`src/rtl/instr_encoder_loader.sv`:
```
// Packs R/I/J/raw instruction fields into 32-bit MIPS words and streams them
// into consecutive instruction-memory words behind a one-entry output register.
module instr_encoder_loader #(
    parameter int unsigned ADDR_WIDTH = 10,
    parameter int unsigned BASE_ADDR  = 0,
    parameter int unsigned MAX_WORDS  = 1024
) (
    input  logic                  clk,
    input  logic                  rst,
    input  logic                  start,
    input  logic                  in_valid,
    output logic                  in_ready,
    input  logic [1:0]            in_fmt,
    input  logic [5:0]            in_opcode,
    input  logic [4:0]            in_rs,
    input  logic [4:0]            in_rt,
    input  logic [4:0]            in_rd,
    input  logic [4:0]            in_shamt,
    input  logic [5:0]            in_funct,
    input  logic [31:0]           in_imm,
    input  logic [25:0]           in_target,
    input  logic                  in_last,
    output logic                  mem_we,
    output logic [ADDR_WIDTH-1:0] mem_addr,
    output logic [31:0]           mem_wdata,
    input  logic                  mem_ready,
    output logic [ADDR_WIDTH:0]   count,
    output logic                  err_range,
    output logic                  done
);

    typedef enum logic [1:0] {
        S_IDLE,
        S_LOAD,
        S_DRAIN,
        S_DONE
    } state_e;

    state_e                state_q, state_d;
    logic [ADDR_WIDTH-1:0] wr_ptr_q, wr_ptr_d;
    logic [ADDR_WIDTH-1:0] mem_addr_q, mem_addr_d;
    logic [31:0]           mem_wdata_q, mem_wdata_d;
    logic                  mem_we_q, mem_we_d;
    logic [ADDR_WIDTH:0]   count_q, count_d;
    logic                  err_range_q, err_range_d;
    logic [31:0]           acc_cnt_q, acc_cnt_d;

    logic        in_ready_c;
    logic        accept;
    logic        complete;
    logic [31:0] enc_word;
    logic        imm_ovf;

    always_comb begin
        enc_word = in_imm;
        unique case (in_fmt)
            2'd0:    enc_word = {in_opcode, in_rs, in_rt, in_rd, in_shamt, in_funct};
            2'd1:    enc_word = {in_opcode, in_rs, in_rt, in_imm[15:0]};
            2'd2:    enc_word = {in_opcode, in_target};
            default: enc_word = in_imm;
        endcase
        // Fits 16-bit signed only when bits [31:15] are a pure sign extension.
        imm_ovf = !((&in_imm[31:15]) || !(|in_imm[31:15]));
    end

    always_comb begin
        state_d     = state_q;
        wr_ptr_d    = wr_ptr_q;
        mem_addr_d  = mem_addr_q;
        mem_wdata_d = mem_wdata_q;
        mem_we_d    = mem_we_q;
        count_d     = count_q;
        err_range_d = err_range_q;
        acc_cnt_d   = acc_cnt_q;
        in_ready_c  = 1'b0;
        complete    = mem_we_q && mem_ready;

        if (complete) begin
            mem_we_d = 1'b0;
            count_d  = count_q + 1'b1;
        end

        case (state_q)
            S_IDLE, S_DONE: begin
                if (start) begin
                    state_d     = S_LOAD;
                    wr_ptr_d    = ADDR_WIDTH'(BASE_ADDR);
                    count_d     = '0;
                    acc_cnt_d   = '0;
                    err_range_d = 1'b0;
                end
            end
            S_LOAD: begin
                in_ready_c = !mem_we_q || mem_ready;
            end
            S_DRAIN: begin
                if (complete) begin
                    state_d = S_DONE;
                end
            end
        endcase

        // A completion and a fresh accept in one cycle simply reload the register.
        accept = in_valid && in_ready_c;
        if (accept) begin
            mem_wdata_d = enc_word;
            mem_addr_d  = wr_ptr_q;
            mem_we_d    = 1'b1;
            wr_ptr_d    = wr_ptr_q + 1'b1;
            acc_cnt_d   = acc_cnt_q + 32'd1;
            if (in_fmt == 2'd1 && imm_ovf) begin
                err_range_d = 1'b1;
            end
            if (in_last || (acc_cnt_q + 32'd1 == MAX_WORDS)) begin
                state_d = S_DRAIN;
            end
        end
    end

    always_ff @(posedge clk) begin
        if (rst) begin
            state_q     <= S_IDLE;
            wr_ptr_q    <= '0;
            mem_addr_q  <= '0;
            mem_wdata_q <= '0;
            mem_we_q    <= 1'b0;
            count_q     <= '0;
            err_range_q <= 1'b0;
            acc_cnt_q   <= '0;
        end else begin
            state_q     <= state_d;
            wr_ptr_q    <= wr_ptr_d;
            mem_addr_q  <= mem_addr_d;
            mem_wdata_q <= mem_wdata_d;
            mem_we_q    <= mem_we_d;
            count_q     <= count_d;
            err_range_q <= err_range_d;
            acc_cnt_q   <= acc_cnt_d;
        end
    end

    assign in_ready  = in_ready_c;
    assign mem_we    = mem_we_q;
    assign mem_addr  = mem_addr_q;
    assign mem_wdata = mem_wdata_q;
    assign count     = count_q;
    assign err_range = err_range_q;
    assign done      = (state_q == S_DONE);

endmodule

```
`config.mk`:
```
export PLATFORM = sky130hd
export DESIGN_NAME = instr_encoder_loader
export DESIGN_NICKNAME = d
export VERILOG_FILES = /design/src/rtl/instr_encoder_loader.sv
export SDC_FILE = /design/constraint.sdc
export NUM_CORES = 1
export LEC_CHECK = 0
export ABC_AREA = 1
export CAP_MARGIN = 30
export CELL_PAD_IN_SITES_DETAIL_PLACEMENT = 0
export CELL_PAD_IN_SITES_GLOBAL_PLACEMENT = 1
export CORE_MARGIN = 10
export CORE_UTILIZATION = 30
export CTS_BUF_LIST = sky130_fd_sc_hd__clkbuf_4 sky130_fd_sc_hd__clkbuf_8
export DETAILED_ROUTE_END_ITERATION = 6
export GPL_TIMING_DRIVEN = 1
export PLACE_DENSITY = 0.84
export SYNTH_ARGS = -nofsm -noshare
export SYNTH_HDL_FRONTEND = slang
export SYNTH_SLANG_ARGS = --single-unit
```
`constraint.sdc`:
```
create_clock -name clk -period 3.6 [get_ports clk]
set_input_delay 0.36 -clock clk [delete_from_list [all_inputs] [get_ports clk]]
set_output_delay 0.36 -clock clk [all_outputs]
set_load 0.02 [all_outputs]
```
Yosys cells after proc, flatten, opt, wreduce, memory -nomap -nowiden. Cells that the tools add are included.

Register bits: 99. Input bits: 98. Output and inout port bits: 57. Logic and storage cells: 57.

$add $sub $neg: 3. Equal/unequal tests: 6. Muxes and demuxes: 22. Reduce and logical (&&, ||, !) cells: 18.

Operators by type and width (number): $mux 32 (3); $pmux 32 s3 (1); $mux 11 (3); $add 32x1->32 const B (1); $eq 32x11->1 const B (1); $mux 10 (3); $reduce_and 17->1 (1); $reduce_or 17->1 (1); $add 11x1->11 const B (1); $add 10x1->10 const B (1); $mux 2 (4); $mux 1 (7); $eq 2x2->1 const B (3); $reduce_bool 2->1 (3); $eq 2x1->1 const B (2); $logic_not 2->1 (2); $pmux 2 s2 (1); $logic_and 1x1->1 (3); $logic_not 1->1 (3); $logic_or 1x1->1 (3); $reduce_and 2->1 (1); $reduce_or 2->1 (1).

Depth between registers and ports, before layout. Gate-level depths: netlist (run 1).

Depth after elaboration: 7. Depth in mapped cells: 15.

Worst setup path after synthesis (run 1). OpenSTA, ideal clock, no wires.

Path kind: reg2reg. From: register state_q[0]. To: register acc_cnt_q[10]. Data arrival time: 1.868 ns. Required time: 3.468 ns. Slack: 1.599 ns. Stages on the path, launching flop included: 10. Path buffers: 1. Clock period less this slack: 2.001 ns. Cells stage by stage: dfxtp_1 > ha_1 > inv_1 > nor2_1 > nand2_1 > nand2_1 > clkinv_1 > clkbuf_1 > nand2_1 > a21oi_1.

Word-level cells in the longest chain between the ends: 5. Elaborated cells on any way between the ends: 10.

Ends and longest elaborated chain: from (decl) (line 39) `state_e state_q, state_d;`; from (signal assigned) (line 131) `state_q <= state_d;`; $eq 2x1->1 * (line 83) `case (state_q)`; $mux 1 * (line 83); net in_ready (line 12) `output logic in_ready,`; $logic_and 1x1->1 * (line 104) `accept = in_valid && in_ready_c;`; $reduce_bool 2->1 (no source line); $reduce_and 2->1 (no source line); to (signal assigned) (line 138) `acc_cnt_q <= acc_cnt_d;`; to (decl) (line 46) `logic [31:0] acc_cnt_q, acc_cnt_d;`.

Mark *: on every way through the listed nets, which the timed path passes. The rest lies on a longest branch. A chain may end at the register's enable or synchronous reset.

Final worst setup path (run 1).
From: register state_q[1]. To: register wr_ptr_q[7].

Word-level cells in the longest chain between the ends: 5. Elaborated cells on any way between the ends: 10.

Ends and longest elaborated chain: $eq 2x1->1 (line 83); $mux 1 (line 83); $logic_and 1x1->1 (line 104); $reduce_bool 2->1 (no source line); $reduce_and 2->1 (no source line); to (signal assigned) (line 132) `wr_ptr_q <= wr_ptr_d;`; to (decl) (line 40) `logic [ADDR_WIDTH-1:0] wr_ptr_q, wr_ptr_d;`.

Several ways; a longest one is shown, not always the timed one.

==> results of run 1 <==
## sequential cells by signal (all words and copies together) (netlist names)
signal	count
acc_cnt_q	32
count	11
err_range	1
mem_addr	10
mem_wdata	32
mem_we	1
state_q	2
wr_ptr_q	10
## how the worst max path moves through the flow
stage                    end  slack, ps  depth (start not counted)
5_1_grt          wr_ptr_q[7]       1070                         11
6_report         wr_ptr_q[7]       1280                         11
3_5_place_dp    mem_wdata[4]       1150                         11
3_3_place_gp   mem_wdata[11]       1150                         11
4_1_cts          wr_ptr_q[7]       1300                         11
2_1_floorplan  acc_cnt_q[10]       1600                          9
## cells in the mapped netlist (6+ instances only)
| library cell | count | area (um2) |
|---|---|---|
| a21oi_1 | 46 | 230 |
| clkbuf_1 | 32 | 120 |
| ha_1 | 6 | 75.1 |
| nor2_4 | 6 | 67.6 |
| nand4_1 | 10 | 62.6 |
| nand3_1 | 46 | 230 |
| a41oi_1 | 25 | 219 |
| nor2_1 | 79 | 297 |
| o21ai_0 | 52 | 260 |
| a31oi_1 | 8 | 50.1 |
| nand2_1 | 284 | 1070 |
| nand3b_1 | 12 | 90.1 |
| dfxtp_1 | 99 | 1980 |
| inv_1 | 51 | 191 |
## worst register-to-register path: stages, from the launching register on
cell and delay (ps):
dfxtp_1 390, inv_1 60, ha_1 210, inv_1 130
nor2_1 80, nand2_1 60, buf_4 220, nand2_1 260
clkinv_1 90, buf_4 360, nand2_1 110, a221oi_1 260
## layer usage
metal | vias to the layer above | global-route usage (%) | routed length, um
met5 | - | 0 | 0
met4 | 0 | 3.46 | 191
met3 | 13 | 7.03 | 1770
met2 | 151 | 24.5 | 8470
met1 | 2537 | 17.0 | 7780
li1 | 2953 | - | -
## report_power, final
| group | total [W] | leakage [nW] | switching [W] | internal (W) |
|---|---|---|---|---|
| Sequential | 0.00119 | 0.802 | 0.0000329 | 0.00115 |
| Combinational | 0.000579 | 1.73 | 0.000319 | 0.000260 |
| Clock | 0.000763 | 0.104 | 0.000393 | 0.000370 |
| Total | 0.00253 | 2.64 | 0.000745 | 0.00178 |
## per-stage QoR
stage,instances,hold slack (ps),utilization [%],power [W]
2_1_floorplan,808,453,-,0.00148
3_5_place_dp,1162,460,40.8,0.00179
4_1_cts,1176,475,42.0,0.00256
6_report,1176,469,42.0,0.00253
3_3_place_gp,1162,452,40.8,0.00179
5_1_grt,1176,495,42.0,0.00265
## cell type report
class                   instances  area share (%)
clock buffers                  12            2.26
clock inverters                 2           0.479
flip-flops and latches         99            27.1
repair buffers                166            22.5
inverters                      54            2.79
multi-input cells             618            41.0
well taps                     225            3.85
## kinds of logic after synthesis
family / count (synthesis) / synth area share [%]
xor gates and xnor gates: 8 / 1.31
buffers and inverters: 91 / 6.92
and+or+nand+nor: 459 / 36.9
DFF: 99 / 37.0
AOI/OAI and AO/OA: 145 / 16.4
adders and majority gates: 6 / 1.40
==> impl_metrics.json, run 1 <==
{
  "finalClockSkew_ps": 10.7,
  "critical_path_class": "reg -> reg",
  "die_w_um": 154,
  "die_h_um": 154,
  "synth-edff-count": 0,
  "ys_seq_elements": 99,
  "path_cells": "inv_1 -> ha_1 -> inv_1 -> nor2_1 -> nand2_1 -> buf_4 -> nand2_1 -> clkinv_1 -> buf_4 -> nand2_1 -> a221oi_1",
  "firstDrtPassIters": 5,
  "synthDistinctLibCells": 42,
  "syn_area_um2": 5350,
  "path_clk_slew_ps": 100,
  "drt_iter0_markers": 258,
  "final_common_cell": "nand2_1",
  "synth_flop_cell": "dfxtp_1",
  "ant_nets": 0,
  "routabilityCongestion": 0.855,
  "first_global_vias": 5535,
  "drcViolationCount": 0,
  "rsz0062_at_grt": "false",
  "min_path_type": "reg -> reg",
  "r2r_slack_ps": 1280,
  "initial_core_util_pct": 30.7,
  "status": "completed",
  "reg2regPathDepth": 11,
  "vdd_drop_max_v": 0.000180,
  "clock-root-buffer": "clkbuf_8",
  "portBuffers": 154,
  "avgSynthCellArea_um2": 6.62,
  "h-tree-depth": 3,
  "cap_violations": 0,
  "grtUsageTotal_pct": 14.8,
  "period_share_pct": 64.4,
  "core_um2": 17400,
  "post-route-cell-area_um2": 7310,
  "max_stage_delay_ps": 390,
  "syn_to_final_growth_pct": 36.6,
  "io_pins": 155,
  "syn_nets": 912,
  "wl_per_cell_um": 15.5,
  "mostFrequentLayoutCells": "nand2_1 (284), clkdlybuf4s50_1 (154), dfxtp_1 (99), nor2_1 (79), o21ai_0 (52)",
  "drive_gt1_share_pct": 5.05,
  "cts_resized": 0,
  "cts_tree": "done",
  "worstReg2RegEnd": "wr_ptr_q[7]",
  "finalCriticalPeriod_ps": 2320,
  "cp.required_ps": 3890,
  "ys_warn_count": 0,
  "nets": 1052,
  "insertion_delay_ps": 380,
  "path_buf_inv": 5,
  "worstHoldPathCells": 2,
  "placedInstanceArea_um2": 7110,
  "timing.rr.start": "state_q[1]",
  "finalHoldViolCount": 0,
  "worstSetupEndpointType": "flip-flop",
  "wirelength_mm": 18.2,
  "fillers": 1850,
  "startpoint_type": "flip-flop",
  "synthesis.instances": 808,
  "via_per_inst": 4.81,
  "regArea_um2": 1980,
  "dieArea_um2": 23600,
  "min_from": "mem_addr[2]",
  "arrival_ps": 2610,
  "hold_buffers": 0,
  "grt_pass1_wl_mm": 28.8,
  "tightest_slew_ps": 593,
  "pwr_density_cell_nw_per_um2": 346,
  "cp_max_fo": 35,
  "vias": 5654,
  "cp_slowest_cell": "dfxtp_1",
  "slew_viol_final": 0,
  "setup_viol": 0,
  "ys_seq_area_share_pct": 37.0,
  "pre_cts_slack_ps": 1150,
  "grt_antenna_before_repair": 0,
  "final.setup.tns_ps": 0,
  "cts_sinks": 99,
  "max_freq_mhz": 431,
  "critPathTopFamily": "buffers and inverters",
  "dpl.hpwl_mm": 14.0,
  "cpMostUsedCell": "nand2_1",
  "slew_headroom_pct": 60.3,
  "antenna_cells": 0,
  "cts_buffer_depth": 2,
  "async_flop_share_pct": 0,
  "post_cts.repair.setup_buffers": 0,
  "multi_input_area_um2": 3000,
  "num_rows": 48,
  "cts_made_buffers": 9,
  "grt_overflow": 0,
  "hold_end": "mem_addr[2]",
  "finalWorstSetupSlack_ps": 1280,
  "grt_max_degree": 51,
  "p_leak_nw": 2.64,
  "startpoint": "state_q[1]"
}
No activity file was read; power rests on OpenSTA's default activity.
==> run 2: changes to the inputs <==
==> constraint.sdc (replaced) <==
create_clock -name clk -period 2.4 [get_ports clk]
set_input_delay 0.24 -clock clk [delete_from_list [all_inputs] [get_ports clk]]
set_output_delay 0.24 -clock clk [all_outputs]
set_load 0.02 [all_outputs]
==> run 2 against run 1 <==
Net effect: power is 54% higher; final area grew 0.87%; core utilization increased by 0.37 points; register-to-register slack worse by 950 ps; via count rose by 0.55%; hold slack worse by 64 ps; clock power increased by 61%; clock skew is 1.5 ps higher; setup slack got worse by 1000 ps; largest power group unchanged.
==> impl_metrics.json, run 2 (synthesis results as in run 1) <==
{
  "placedInstanceArea_um2": 7160,
  "vdd_drop_max_v": 0.000267,
  "cp_max_fo": 4,
  "rsz0062_at_grt": "false",
  "slew_headroom_pct": 69.4,
  "max_freq_mhz": 471,
  "grtUsageTotal_pct": 15.1,
  "finalHoldViolCount": 0,
  "first_global_vias": 5544,
  "post-route-cell-area_um2": 7370,
  "cts_resized": 0,
  "min_path_type": "in -> reg",
  "grt_overflow": 0,
  "period_share_pct": 88.5,
  "cap_violations": 0,
  "drt_iter0_markers": 337,
  "final_common_cell": "nand2_1",
  "path_cells": "ha_1 -> inv_1 -> nor2_1 -> clkdlybuf4s50_1",
  "post_cts.repair.setup_buffers": 0,
  "routabilityCongestion": 0.902,
  "finalCriticalPeriod_ps": 2120,
  "dieArea_um2": 23600,
  "grt_max_degree": 41,
  "critPathTopFamily": "buffers and inverters",
  "drcViolationCount": 0,
  "portBuffers": 154,
  "grt_pass1_wl_mm": 29.2,
  "die_w_um": 154,
  "max_stage_delay_ps": 660,
  "critical_path_class": "reg -> out",
  "p_leak_nw": 2.66,
  "pwr_density_cell_nw_per_um2": 528,
  "nets": 1055,
  "setup_viol": 0,
  "grt_antenna_before_repair": 0,
  "arrival_ps": 1880,
  "wl_per_cell_um": 15.5,
  "cts_tree": "done",
  "initial_core_util_pct": 30.7,
  "insertion_delay_ps": 390,
  "status": "completed",
  "finalClockSkew_ps": 12.3,
  "antenna_cells": 0,
  "path_buf_inv": 2,
  "wirelength_mm": 18.3,
  "worstSetupEndpointType": "output port",
  "dpl.hpwl_mm": 14.0,
  "core_um2": 17400,
  "clock-root-buffer": "clkbuf_8",
  "via_per_inst": 4.81,
  "syn_to_final_growth_pct": 37.8,
  "die_h_um": 154,
  "cp.required_ps": 2160,
  "ant_nets": 0,
  "startpoint_type": "flip-flop",
  "mostFrequentLayoutCells": "nand2_1 (284), clkdlybuf4s50_1 (154), dfxtp_1 (99), nor2_1 (79), o21ai_0 (52)",
  "tightest_slew_ps": 459,
  "slew_viol_final": 0,
  "h-tree-depth": 3,
  "cp_slowest_cell": "clkdlybuf4s50_1",
  "vias": 5685,
  "firstDrtPassIters": 4,
  "final.setup.tns_ps": 0,
  "cts_buffer_depth": 2,
  "io_pins": 155,
  "cts_made_buffers": 9,
  "path_clk_slew_ps": 110,
  "cts_sinks": 99,
  "num_rows": 48,
  "drive_gt1_share_pct": 5.54,
  "hold_buffers": 0
}
## run 2: cell count changes in the layout (fill, tap and decap cells not counted)
cell	previous run	this run
buf_4	11	12
clkbuf_4	0	2
clkinvlp_4	0	1
clkbuf_8	12	9
clkinv_2	2	3
bufinv_16	1	2
buf_12	1	3
## run 2: final cells by class
| cell class | count | area [um2] |
|---|---|---|
| clock buffers | 11 | 139 |
| clock inverters | 5 | 77.6 |
| fillers | 1845 | 10000 |
| inverters | 54 | 204 |
| multi-input cells | 618 | 3000 |
| flip-flops and latches | 99 | 1980 |
| well taps | 225 | 282 |
| repair buffers | 169 | 1690 |
## run 2: report_power, final
group / internal (W) / leakage [nW] / total [W] / switching, W
Sequential: 0.00173 / 0.802 / 0.00178 / 0.0000526
Combinational: 0.000408 / 1.75 / 0.000885 / 0.000477
Clock: 0.000608 / 0.110 / 0.00123 / 0.000623
Total: 0.00274 / 2.66 / 0.00390 / 0.00115
## run 2: worst paths after layout
path                              startpoint       endpoint  slack (ps)  cells after the start
worst min-delay path            in_opcode[1]  mem_wdata[27]         400                      3
worst max-delay path              state_q[0]       in_ready         280                      4
worst max register to register  acc_cnt_q[0]     state_q[1]         330                     14
worst min register to register   mem_addr[7]    mem_addr[7]         470                      2
## run 2: worst min-delay path: cells and delay by family
kind,cells,cell delay (ps)
buffers and inverters,1,400
AOI/OAI and AO/OA,1,70
and+or+nand+nor,1,60
## run 2: metal layers
metal | global-route usage (%) | share of wire [%] | vias up
met2 | 24.1 | 46 | 153
met3 | 8.03 | 10 | 13
li1 | - | - | 2971
met5 | 0 | 0 | -
met4 | 3.15 | 1.1 | 0
met1 | 17.5 | 43 | 2548
## run 2: stage by stage
| stage | cells | power, W | setup slack [ps] | util (%) | hold slack, ps |
|---|---|---|---|---|---|
| after global routing | 1181 | 0.00409 | 13.4 | 42.3 | 376 |
| after CTS | 1181 | 0.00395 | 244 | 42.3 | 378 |
| after floorplan | 808 | 0.00223 | 399 | - | 401 |
| after detailed placement | 1165 | 0.00271 | 320 | 41.1 | 455 |
| after global placement | 1165 | 0.00271 | 378 | 41.1 | 451 |
| final | 1181 | 0.00390 | 275 | 42.3 | 405 |
